**config.mk**
```make
export PLATFORM = sky130hd
export DESIGN_NAME = lab3_g29_p5_rr_arbiter
export DESIGN_NICKNAME = d
export VERILOG_FILES = /design/src/rtl/lab3_g29_p5_pkg.sv /design/src/rtl/lab3_g29_p5_rr_pick.sv /design/src/rtl/lab3_g29_p5_rr_arbiter.sv
export SDC_FILE = /design/constraint.sdc
export NUM_CORES = 1
export LEC_CHECK = 0
export CORE_UTILIZATION = 43
export DETAILED_ROUTE_END_ITERATION = 8
export PLACE_DENSITY_LB_ADDON = 0.3
export SLEW_MARGIN = 10
export SYNTH_ARGS = -nofsm -noshare
export SYNTH_HDL_FRONTEND = slang
export SYNTH_SLANG_ARGS = --single-unit
```
**constraint.sdc**
```tcl
create_clock -name clk -period 12.8 [get_ports clk]
set_clock_uncertainty 0.05 [all_clocks]
set_input_delay 1.28 -clock clk [delete_from_list [all_inputs] [get_ports clk]]
set_output_delay 1.28 -clock clk [all_outputs]
set_load 0.02 [all_outputs]
```
**src/rtl/lab3_g29_p5_pkg.sv**
```systemverilog
// Shared types and sizing constants for the 16-way round-robin arbiter.
package lab3_g29_p5_pkg;

  localparam int N_REQ = 16;
  localparam int SEL_W = 4;

  typedef enum logic [1:0] {
    IDLE  = 2'd0,
    GRANT = 2'd1,
    GAP   = 2'd2
  } state_t;

endpackage

```
**src/rtl/lab3_g29_p5_rr_pick.sv**
```systemverilog
// Rotating-priority picker: first set request at or after ptr, wrapping past N-1.
module lab3_g29_p5_rr_pick #(
  parameter int N     = lab3_g29_p5_pkg::N_REQ,
  parameter int SEL_W = $clog2(N)
) (
  input  logic [N-1:0]     req,
  input  logic [SEL_W-1:0] ptr,
  output logic             any,
  output logic [SEL_W-1:0] win_idx
);

  // Scan from the farthest offset down so the nearest hit to ptr is written last.
  always_comb begin
    any     = 1'b0;
    win_idx = '0;
    for (int i = N - 1; i >= 0; i--) begin
      int               j;
      logic [SEL_W-1:0] idx;
      j = int'(ptr) + i;
      if (j >= N) j = j - N;
      idx = SEL_W'(j);
      if (req[idx]) begin
        any     = 1'b1;
        win_idx = idx;
      end
    end
  end

endmodule

```
**src/rtl/lab3_g29_p5_rr_arbiter.sv**
```systemverilog
// Round-robin arbiter with hold limit, one-cycle gap between owners and
// registered active-low one-hot grant.
//
//   state | meaning
//   IDLE  | no grant, waiting for any request
//   GRANT | owner holds the resource, hold_cnt counts cycles held
//   GAP   | one dead cycle after an owner exits, ptr already advanced
module lab3_g29_p5_rr_arbiter #(
  parameter int N        = lab3_g29_p5_pkg::N_REQ,
  parameter int SEL_W    = $clog2(N),
  parameter int MAX_HOLD = 8
) (
  input  logic             clk,
  input  logic             reset,
  input  logic [N-1:0]     req,
  output logic [N-1:0]     gnt_n,
  output logic [SEL_W-1:0] gnt_idx,
  output logic             gnt_valid,
  output logic             preempt
);

  import lab3_g29_p5_pkg::*;

  localparam int                HOLD_W    = 8;
  localparam logic [HOLD_W-1:0] HOLD_LAST = HOLD_W'(MAX_HOLD - 1);
  localparam logic [N-1:0]      ONE       = {{(N-1){1'b0}}, 1'b1};
  localparam logic [SEL_W-1:0]  LAST_IDX  = SEL_W'(N - 1);

  state_t            state;
  logic [SEL_W-1:0]  ptr;
  logic [SEL_W-1:0]  owner;
  logic [HOLD_W-1:0] hold_cnt;

  logic              any;
  logic [SEL_W-1:0]  win_idx;
  logic              others_waiting;
  logic [SEL_W-1:0]  next_ptr;

  lab3_g29_p5_rr_pick #(
    .N     (N),
    .SEL_W (SEL_W)
  ) u_pick (
    .req     (req),
    .ptr     (ptr),
    .any     (any),
    .win_idx (win_idx)
  );

  assign others_waiting = |(req & ~(ONE << owner));
  assign next_ptr       = (owner == LAST_IDX) ? '0 : owner + SEL_W'(1);

  always_ff @(posedge clk) begin
    if (reset) begin
      state     <= IDLE;
      ptr       <= '0;
      owner     <= '0;
      hold_cnt  <= '0;
      gnt_n     <= '1;
      gnt_idx   <= '0;
      gnt_valid <= 1'b0;
      preempt   <= 1'b0;
    end else begin
      preempt <= 1'b0;
      case (state)
        IDLE, GAP: begin
          if (any) begin
            state     <= GRANT;
            owner     <= win_idx;
            hold_cnt  <= '0;
            gnt_n     <= ~(ONE << win_idx);
            gnt_idx   <= win_idx;
            gnt_valid <= 1'b1;
          end else begin
            state     <= IDLE;
            gnt_n     <= '1;
            gnt_idx   <= '0;
            gnt_valid <= 1'b0;
          end
        end
        GRANT: begin
          // Release wins over preemption when both apply in the same cycle.
          if (!req[owner] || (hold_cnt == HOLD_LAST && others_waiting)) begin
            state     <= GAP;
            ptr       <= next_ptr;
            gnt_n     <= '1;
            gnt_idx   <= '0;
            gnt_valid <= 1'b0;
            preempt   <= req[owner];
          end else if (hold_cnt != HOLD_LAST) begin
            hold_cnt <= hold_cnt + HOLD_W'(1);
          end
        end
        default: begin
          state     <= IDLE;
          gnt_n     <= '1;
          gnt_idx   <= '0;
          gnt_valid <= 1'b0;
        end
      endcase
    end
  end

endmodule

```
### After elaboration in Yosys (flattened, before gate mapping)

Index checks and enable logic that the tools add are counted.
W data, S select, Z words.

| operators by class | value |
|---|---|
| add/subtract/negate cells | 33 |
| $mul | 0 |
| div/mod/pow operators | 0 |
| magnitude comparators | 33 |
| eq/ne operators | 9 |
| shift-type cells | 2 |
| mux-type cells | 99 |
| bitwise operators | 5 |
| reductions and logical operators | 11 |

Operator list:

| cell | count |
|---|---|
| $mux W4 | 35 |
| $lt A4 B5 Y1 const B | 17 |
| $ge A5 B5 Y1 const B | 15 |
| $bmux W1 S4 | 17 |
| $sub A4 B1 Y4 const B | 16 |
| $add A4 B4 Y5 const B | 8 |
| $mux W1 | 36 |
| $mux W16 | 2 |
| $not A16 Y16 | 2 |
| $pmux W16 S2 | 1 |
| $shl A1 B4 Y16 const A | 2 |
| $mux W8 | 3 |
| $add A4 B3 Y5 const B | 4 |
| $and A16 B16 Y16 | 1 |
| $pmux W8 S2 | 1 |
| $reduce_or A16 Y1 | 1 |
| $add A4 B2 Y5 const B | 2 |
| $add A8 B1 Y8 const B | 1 |
| $eq A8 B3 Y1 const B | 1 |
| $ne A2 B2 Y1 const B | 4 |
| $ne A8 B3 Y1 const B | 1 |
| $pmux W4 S2 | 1 |
| $add A4 B1 Y5 const B | 1 |
| $ge A4 B5 Y1 const B | 1 |
| other kinds (17) | 19 |

| word-level totals | value |
|---|---|
| register bits after elaboration | 40 |
| latch bits | 0 |
| memory bits (writable) | 0 |
| bits in read-only memories | 0 |
| input port bits | 18 |
| output and inout port bits | 22 |
| memories | 0 |

### Longest topological paths before layout

Gate-level depths: netlist (run 1).

| logic depth | value |
|---|---|
| depth in word-level cells | 25 |
| mapped depth | 16 |

### Cells and area by module

Synthesis (run 1) repeated with hierarchy kept, for this count alone.

| unflattened totals | value |
|---|---|
| cells, all modules | 468 |
| area total of the unflattened synthesis | 4,406.7 µm² |

By module, submodules not included:

| module | instances | cells each | area each (µm²) |
|---|---|---|---|
| lab3_g29_p5_rr_pick | 1 | 259 | 2,328.5 |
| lab3_g29_p5_rr_arbiter | 1 | 209 | 2,078.2 |

### Worst setup path before layout (run 1)

Ideal clock, no wire load.

| timing path | value |
|---|---|
| path kind | reg2reg |
| start | register ptr[1] |
| end | register gnt_n[7] |
| arrival time | 4.292 ns |
| data required time | 12.623 ns |
| slack | 8.332 ns |
| stages on the path, launching flop included | 15 |
| clock period less this slack | 4.468 ns |
| cell sequence | dfxtp_1 > buf_2 > buf_4 > buf_1 > inv_1 > ha_1 > buf_6 > mux4_2 > mux4_2 > or4_1 > nor3_1 > a22oi_1 > or3b_4 > nor2b_4 > a21oi_1 |

| between the ends | value |
|---|---|
| longest elaborated chain between the ends | 25 |

RTL lines:

| what | line | RTL |
|---|---|---|
| start: declaration | lab3_g29_p5_rr_arbiter.sv:30 | `logic [SEL_W-1:0] ptr;` |
| start signal: assignment | lab3_g29_p5_rr_arbiter.sv:84 | `ptr <= next_ptr;` |
| $add A4 B4 Y5 | lab3_g29_p5_rr_pick.sv:19 | `j = int'(ptr) + i;` |
| $sub A4 B1 Y4 or $ge A5 B5 Y1 (tied branches) | lab3_g29_p5_rr_pick.sv:20 | `if (j >= N) j = j - N;` |
| $mux W4 | lab3_g29_p5_rr_pick.sv:20 |  |
| $bmux W1 S4 | lab3_g29_p5_rr_pick.sv:22 | `if (req[idx]) begin` |
| $mux W1 (implied by the code) | lab3_g29_p5_rr_pick.sv:22 |  |
| $mux W4 (16 in series) | lab3_g29_p5_rr_pick.sv:22 |  |
| $shl A1 B4 Y16 | lab3_g29_p5_rr_arbiter.sv:70 | `gnt_n <= ~(ONE << win_idx);` |
| $not A16 Y16 | lab3_g29_p5_rr_arbiter.sv:70 |  |
| $mux W16 (*) | lab3_g29_p5_rr_arbiter.sv:66 | `if (any) begin` |
| $pmux W16 S2 (*) | lab3_g29_p5_rr_arbiter.sv:64 | `case (state)` |
| end signal: assignment | lab3_g29_p5_rr_arbiter.sv:70 |  |
| end: declaration | lab3_g29_p5_rr_arbiter.sv:16 | `output logic [N-1:0] gnt_n,` |

Mark *: on every way between the ends. The rest lies on a longest branch, timed or not. The select of a mux whose other input is x is not followed.
A chain may end at the register's enable or synchronous reset.

### Worst setup path in the final report (run 1)

| timing path | value |
|---|---|
| start | register ptr[0] |
| end | register hold_cnt[7] |

| between the ends | value |
|---|---|
| longest elaborated chain between the ends | 23 |

RTL lines:

| what | line | RTL |
|---|---|---|
| $add A4 B4 Y5 | lab3_g29_p5_rr_pick.sv:19 |  |
| $sub A4 B1 Y4 or $ge A5 B5 Y1 (tied branches) | lab3_g29_p5_rr_pick.sv:20 |  |
| $mux W4 | lab3_g29_p5_rr_pick.sv:20 |  |
| $bmux W1 S4 | lab3_g29_p5_rr_pick.sv:22 |  |
| $mux W1 (implied by the code) | lab3_g29_p5_rr_pick.sv:22 |  |
| $mux W1 (15 in series) | lab3_g29_p5_rr_pick.sv:22 |  |
| $mux W1 (*) | lab3_g29_p5_rr_pick.sv:22 |  |
| $ne A2 B2 Y1 (no source line) (*) | - |  |
| $reduce_and A4 Y1 (no source line) (*) | - |  |
| end signal: assignment | lab3_g29_p5_rr_arbiter.sv:90 | `hold_cnt <= hold_cnt + HOLD_W'(1);` |
| end: declaration | lab3_g29_p5_rr_arbiter.sv:32 | `logic [HOLD_W-1:0] hold_cnt;` |

Marks and branches as above.

==> results of run 1 <==
[synth_stat cells (all sizes together), types with 8 or more instances]
cell type | instances | area [µm²]
mux2i | 37 | 395
nand3 | 11 | 55.1
inv | 23 | 86.3
o22ai | 9 | 56.3
a21oi | 45 | 233
nor2 | 51 | 199
o21ai | 15 | 75.1
ha | 14 | 175
nor2b | 9 | 63.8
buf | 13 | 93.8
nand2 | 30 | 113
dfxtp | 40 | 801
clkbuf | 13 | 48.8
xnor2 | 9 | 86.3
mux4 | 29 | 683
nand2b | 8 | 50.1
nor3 | 9 | 50.1
o221ai | 10 | 93.8
[worst max-delay path by stage]
stage                  endpoint  slack [ns]  cells after the start
detailed placement  hold_cnt[7]        7.50                      9
finish              hold_cnt[7]        7.63                     11
floorplan              gnt_n[7]        8.33                     14
CTS                 hold_cnt[7]        7.66                     11
global placement    hold_cnt[7]        7.62                      9
global route        hold_cnt[7]        7.35                     12
[cells in the final DEF (no fill, tap or decap), types with 10 or more instances in the layout]
cell type	Yosys	routed
nor2_1	50	50
mux4_2	21	21
inv_1	21	21
o21ai_0	10	10
clkdlybuf4s50_1	0	39
mux2i_1	35	35
ha_1	14	14
dfxtp_1	40	40
a21oi_1	43	43
nand3_1	11	11
nand2_1	30	30
[logic make-up (layout without fill, tap and decap cells)]
logic type,after synthesis,count (layout),synth area share (%)
AOI/OAI and AO/OA,147,147,23.8
adders and majority gates,14,14,4.00
muxes,73,73,26.6
DFF,40,40,18.3
and+or+nand+nor,160,160,19.2
buffers and inverters,49,75,5.23
xor gates and xnor gates,13,13,2.77
[where the power goes]
group / total, mW / internal (mW) / switching [mW] / leakage (nW)
sequential: 0.155 / 0.138 / 0.0171 / 0.325
clock: 0.0857 / 0.0430 / 0.0427 / 0.0510
combinational: 0.484 / 0.201 / 0.282 / 1.34
total: 0.725 / 0.382 / 0.342 / 1.72
[sequential cells by signal, summed over array words and instances, names as in the netlist]
register / count
state: 2
hold_cnt: 8
owner: 4
gnt_n: 16
ptr: 4
gnt_valid: 1
gnt_idx: 4
preempt: 1
[critical path, stage by stage, from the launching register on]
cell	delay (ns)
dfxtp_1	0.31
buf_4	0.36
inv_2	0.21
ha_1	0.73
mux4_1	0.77
mux4_2	0.63
nand4b_1	0.24
a21oi_2	0.22
a41oi_2	0.41
o21ai_1	0.79
nor4_1	0.13
o21a_1	0.20
[routing by layer]
layer	share of wire, %	global-route usage, %	vias up
li1	-	-	1971
met1	44	34.4	2054
met2	47	40.6	160
met3	5.7	2.71	28
met4	2.8	8.45	0
met5	0	0	-
[area by class of cell]
class	instances	share of cell area [%]
Clock buffer	6	1.68
Clock inverter	2	0.203
Inverter	23	1.75
Multi-Input combinational cell	407	68.0
Sequential cell	40	16.3
Tap cell	133	3.38
Timing Repair Buffer	44	8.70
==> impl_metrics.toml, run 1 <==
[run_status]
outcome = "complete, no violations"

[die]
start_util_pct = 44.6
boundaryPins = 40
fp.dieH_um = 103
die_w_um = 103
coreArea_um2 = 9820
row_count = 36
die-area_um2 = 10600

[worst_setup_path]
cp-start-kind = "flop"
worstReg2RegStart = "ptr[0]"
reg2reg_slack_ns = 7.63
crit_start = "ptr[0]"
reg2reg_depth = 11
r2r_end = "hold_cnt[7]"
crit_fanout = 33
critPathKind = "reg2reg"
crit_arrival_ns = 5.31
worst_ep_required_time_ns = 12.94
cp-end-kind = "flop"

[synthesis]
async_reset_ff_share_pct = 0
synth.distinct_cells = 81
postSynthAreaPerCell_um2 = 8.82
syn-num-nets = 528
syn_inst = 496
synth_edf_count = 0
synth-seq-cells = 40
synth_flop_cell = "dfxtp_1"
yosys_warnings = 0
ys_seq_area_share_pct = 18.3
syn_area_um2 = 4380

[clock_network]
cts.clk_slew.worst_paths_ns = 0.07
clockBufferDepth = 2
htreeDepth = 2
root_buffer = "clkbuf_8"
cts_tree = "built"
clock_sinks = 40
cts_buffers = 5
post-cts-setup-buffers = 0
clk-insertion-delay-late_ns = 0.29
hold_buffers = 0
cts-resized-gates = 0

[placed_design]
dp_hpwl_mm = 9.53
io_buffers = 39
dpl_worst_slack_ns = 7.50
dpl.cell_count = 647
gp_congestion = 0.978
dpl_cell_area_um2 = 4830

[timing]
rsz0062_at_grt = "false"
setup_violations = 0
fmax_ghz = 0.193
relSlewSlack_pct = 34.7
hold_ws_ns = 0.423
worst_pin_slew_ns = 0.977
finalHoldViolations = 0
final.setup.tns_ns = 0
report.final.slew_viol_count = 0
min_period_ns = 5.17
min_period_over_period_pct = 40.4
setup_ws_ns = 7.63

[detailed_routing]
ant_nets = 0
drc = 0
drtIter0Drc = 279
vias = 4213
vias_per_cell = 6.43
drtPass1Iterations = 5
route.detailed.wl_per_inst_um = 19.4
drt_wl_total_mm = 12.7

[run]
maxCapViolCount = 0

[hold_path]
hp-start = "gnt_idx[1]"
whs_endpoint = "gnt_idx[1]"
whs_path_depth = 2
worstHoldPathType = "reg2reg"

[power_and_ir_drop]
peakVddDrop_uv = 127
power.density_nw_per_um2 = 147
p_leak_nw = 1.72
power.total_mw = 0.725

[layout]
synthToLayoutAreaGrowth_pct = 12.4
multi_input_area_um2 = 3350
utilization_pct = 50.1
register_area_um2 = 801
fillCellCount = 949
drive_above_1_share_pct = 12.1
antenna_cells = 0
nets = 553
post-route-cell-area_um2 = 4920
final_cells = 655

[global_routing]
grt_pass1_wl_mm = 20.3
overflow = 0
grt_usage_pct = 24.9
grt_max_degree = 34
grt_antenna_before_repair = 0
grt_pass1_vias = 3930
No activity file was read; power rests on OpenSTA's default activity.
==> inputs of run 2 (changes only) <==
- clock period: 12.8 -> 5.24 ns (I/O delays scaled with it)
==> impl_metrics.toml, run 2 (synthesis gave the netlist of run 1 again) <==
[clock_network]
cts-resized-gates = 0
clock_sinks = 40
clk-insertion-delay-late_ns = 0.29
post-cts-setup-buffers = 0
htreeDepth = 2
hold_buffers = 0
root_buffer = "clkbuf_8"
cts_buffers = 5
cts.clk_slew.worst_paths_ns = 0.08
cts_tree = "built"
clockBufferDepth = 2

[power_and_ir_drop]
peakVddDrop_uv = 196
p_leak_nw = 1.74
power.density_nw_per_um2 = 375

[worst_setup_path]
path_buf_inv = 1
cpMostUsedCell = "o21ai_1"
path_cells = "inv_1 -> ha_1 -> mux4_2 -> a221oi_4 -> o221ai_1 -> nor3_1 -> o21ai_1 -> o21ai_1 -> nor2b_1 -> a21oi_1"
crit_family = "compound AO/OA/AOI/OAI gates"
cp-start-kind = "flop"
worst_ep_required_time_ns = 5.36
slowest_delay_ns = 0.92
crit_arrival_ns = 4.90
cp-end-kind = "flop"
critPathKind = "reg2reg"
crit_fanout = 23
cp_slowest_cell = "dfxtp_1"

[layout]
drive_above_1_share_pct = 12.4
multi_input_area_um2 = 3350
mostFrequentLayoutCell = "nor2_1"
antenna_cells = 0
final_cell_mix = "50 x nor2_1, 43 x a21oi_1, 40 x dfxtp_1"
register_area_um2 = 801
utilization_pct = 50.6
nets = 555
largest_reg_flops = 16
synthToLayoutAreaGrowth_pct = 13.6
top_regs = "gnt_n x16, hold_cnt x8"
top_register = "gnt_n"
fillCellCount = 943
final_cells = 657

[timing]
fmax_ghz = 0.209
worst_pin_slew_ns = 0.918
min_period_over_period_pct = 91.2
min_period_ns = 4.78
report.final.slew_viol_count = 0
setup_violations = 0
relSlewSlack_pct = 38.7
finalHoldViolations = 0
rsz0062_at_grt = "false"
setup_ws_ns = 0.463
final.setup.tns_ns = 0

[placed_design]
dpl_worst_slack_ns = 0.612
dp_hpwl_mm = 9.92
dpl.cell_count = 649
gp_congestion = 1.06
io_buffers = 39

[die]
coreArea_um2 = 9820
boundaryPins = 40
die_w_um = 103
die-area_um2 = 10600
fp.dieH_um = 103
start_util_pct = 44.6
row_count = 36

[run]
maxCapViolCount = 0

[global_routing]
grt_pass1_vias = 4219
overflow = 0
grt_usage_pct = 26.5
grt_max_degree = 33
grt_antenna_before_repair = 0
grt_pass1_wl_mm = 21.7

[detailed_routing]
vias_per_cell = 6.63
drt_wl_total_mm = 13.3
drc = 0
drtIter0Drc = 405
route.detailed.wl_per_inst_um = 20.3
vias = 4356
drtPass1Iterations = 5
ant_nets = 0

[hold_path]
worstHoldPathType = "reg2reg"

[run_status]
outcome = "complete, no violations"
-- run 2: changes by cell type in the layout (fill, tap and decap cells not counted), sizes merged --
cell    delta
clkinv     -2
bufinv     +1
clkbuf     +1
buf        +2
-- run 2: path summary, 6_finish.rpt --
kind,cells after the start,slack [ns],to,start
worst min register to register,2,0.41,gnt_idx[3],gnt_idx[3]
worst min-delay path,2,0.41,gnt_idx[3],gnt_idx[3]
worst max register to register,10,0.46,gnt_n[2],ptr[2]
worst max-delay path,10,0.46,gnt_n[2],ptr[2]
-- run 2: layout make-up --
class                           instances  share of cell area, %
Multi-Input combinational cell        407                   67.3
Inverter                               23                   1.74
Sequential cell                        40                   16.1
Timing Repair Buffer                   46                   8.91
Clock buffer                            7                   1.94
Clock inverter                          1                  0.604
Tap cell                              133                   3.35
-- run 2: routing by layer --
metal / global-route usage (%) / wire length [µm] / vias up
met4: 12.6 / 551 / 0
met3: 3.93 / 1050 / 54
li1: - / - / 1978
met1: 35.6 / 5490 / 2086
met2: 41.9 / 6240 / 238
met5: 0 / 0 / -
-- run 2: worst min-delay path, cell delays in order (launching register included) --
cell and delay, ns:
dfxtp_1 0.31, nand2_1 0.05, a21oi_1 0.05
-- run 2: report_power, final --
group	internal, mW	switching, mW	leakage (nW)
combinational	0.496	0.706	1.35
sequential	0.337	0.0453	0.325
clock	0.168	0.108	0.0645
-- run 2: metrics by stage --
stage          power, mW  hold WS, ns  area, µm²
5_1_grt             1.97        0.446       4970
3_3_place_gp        1.54        0.402       4840
4_1_cts             1.84        0.414       4970
3_5_place_dp        1.56        0.403       4840
6_report            1.86        0.412       4970
2_1_floorplan       1.26        0.410       4380
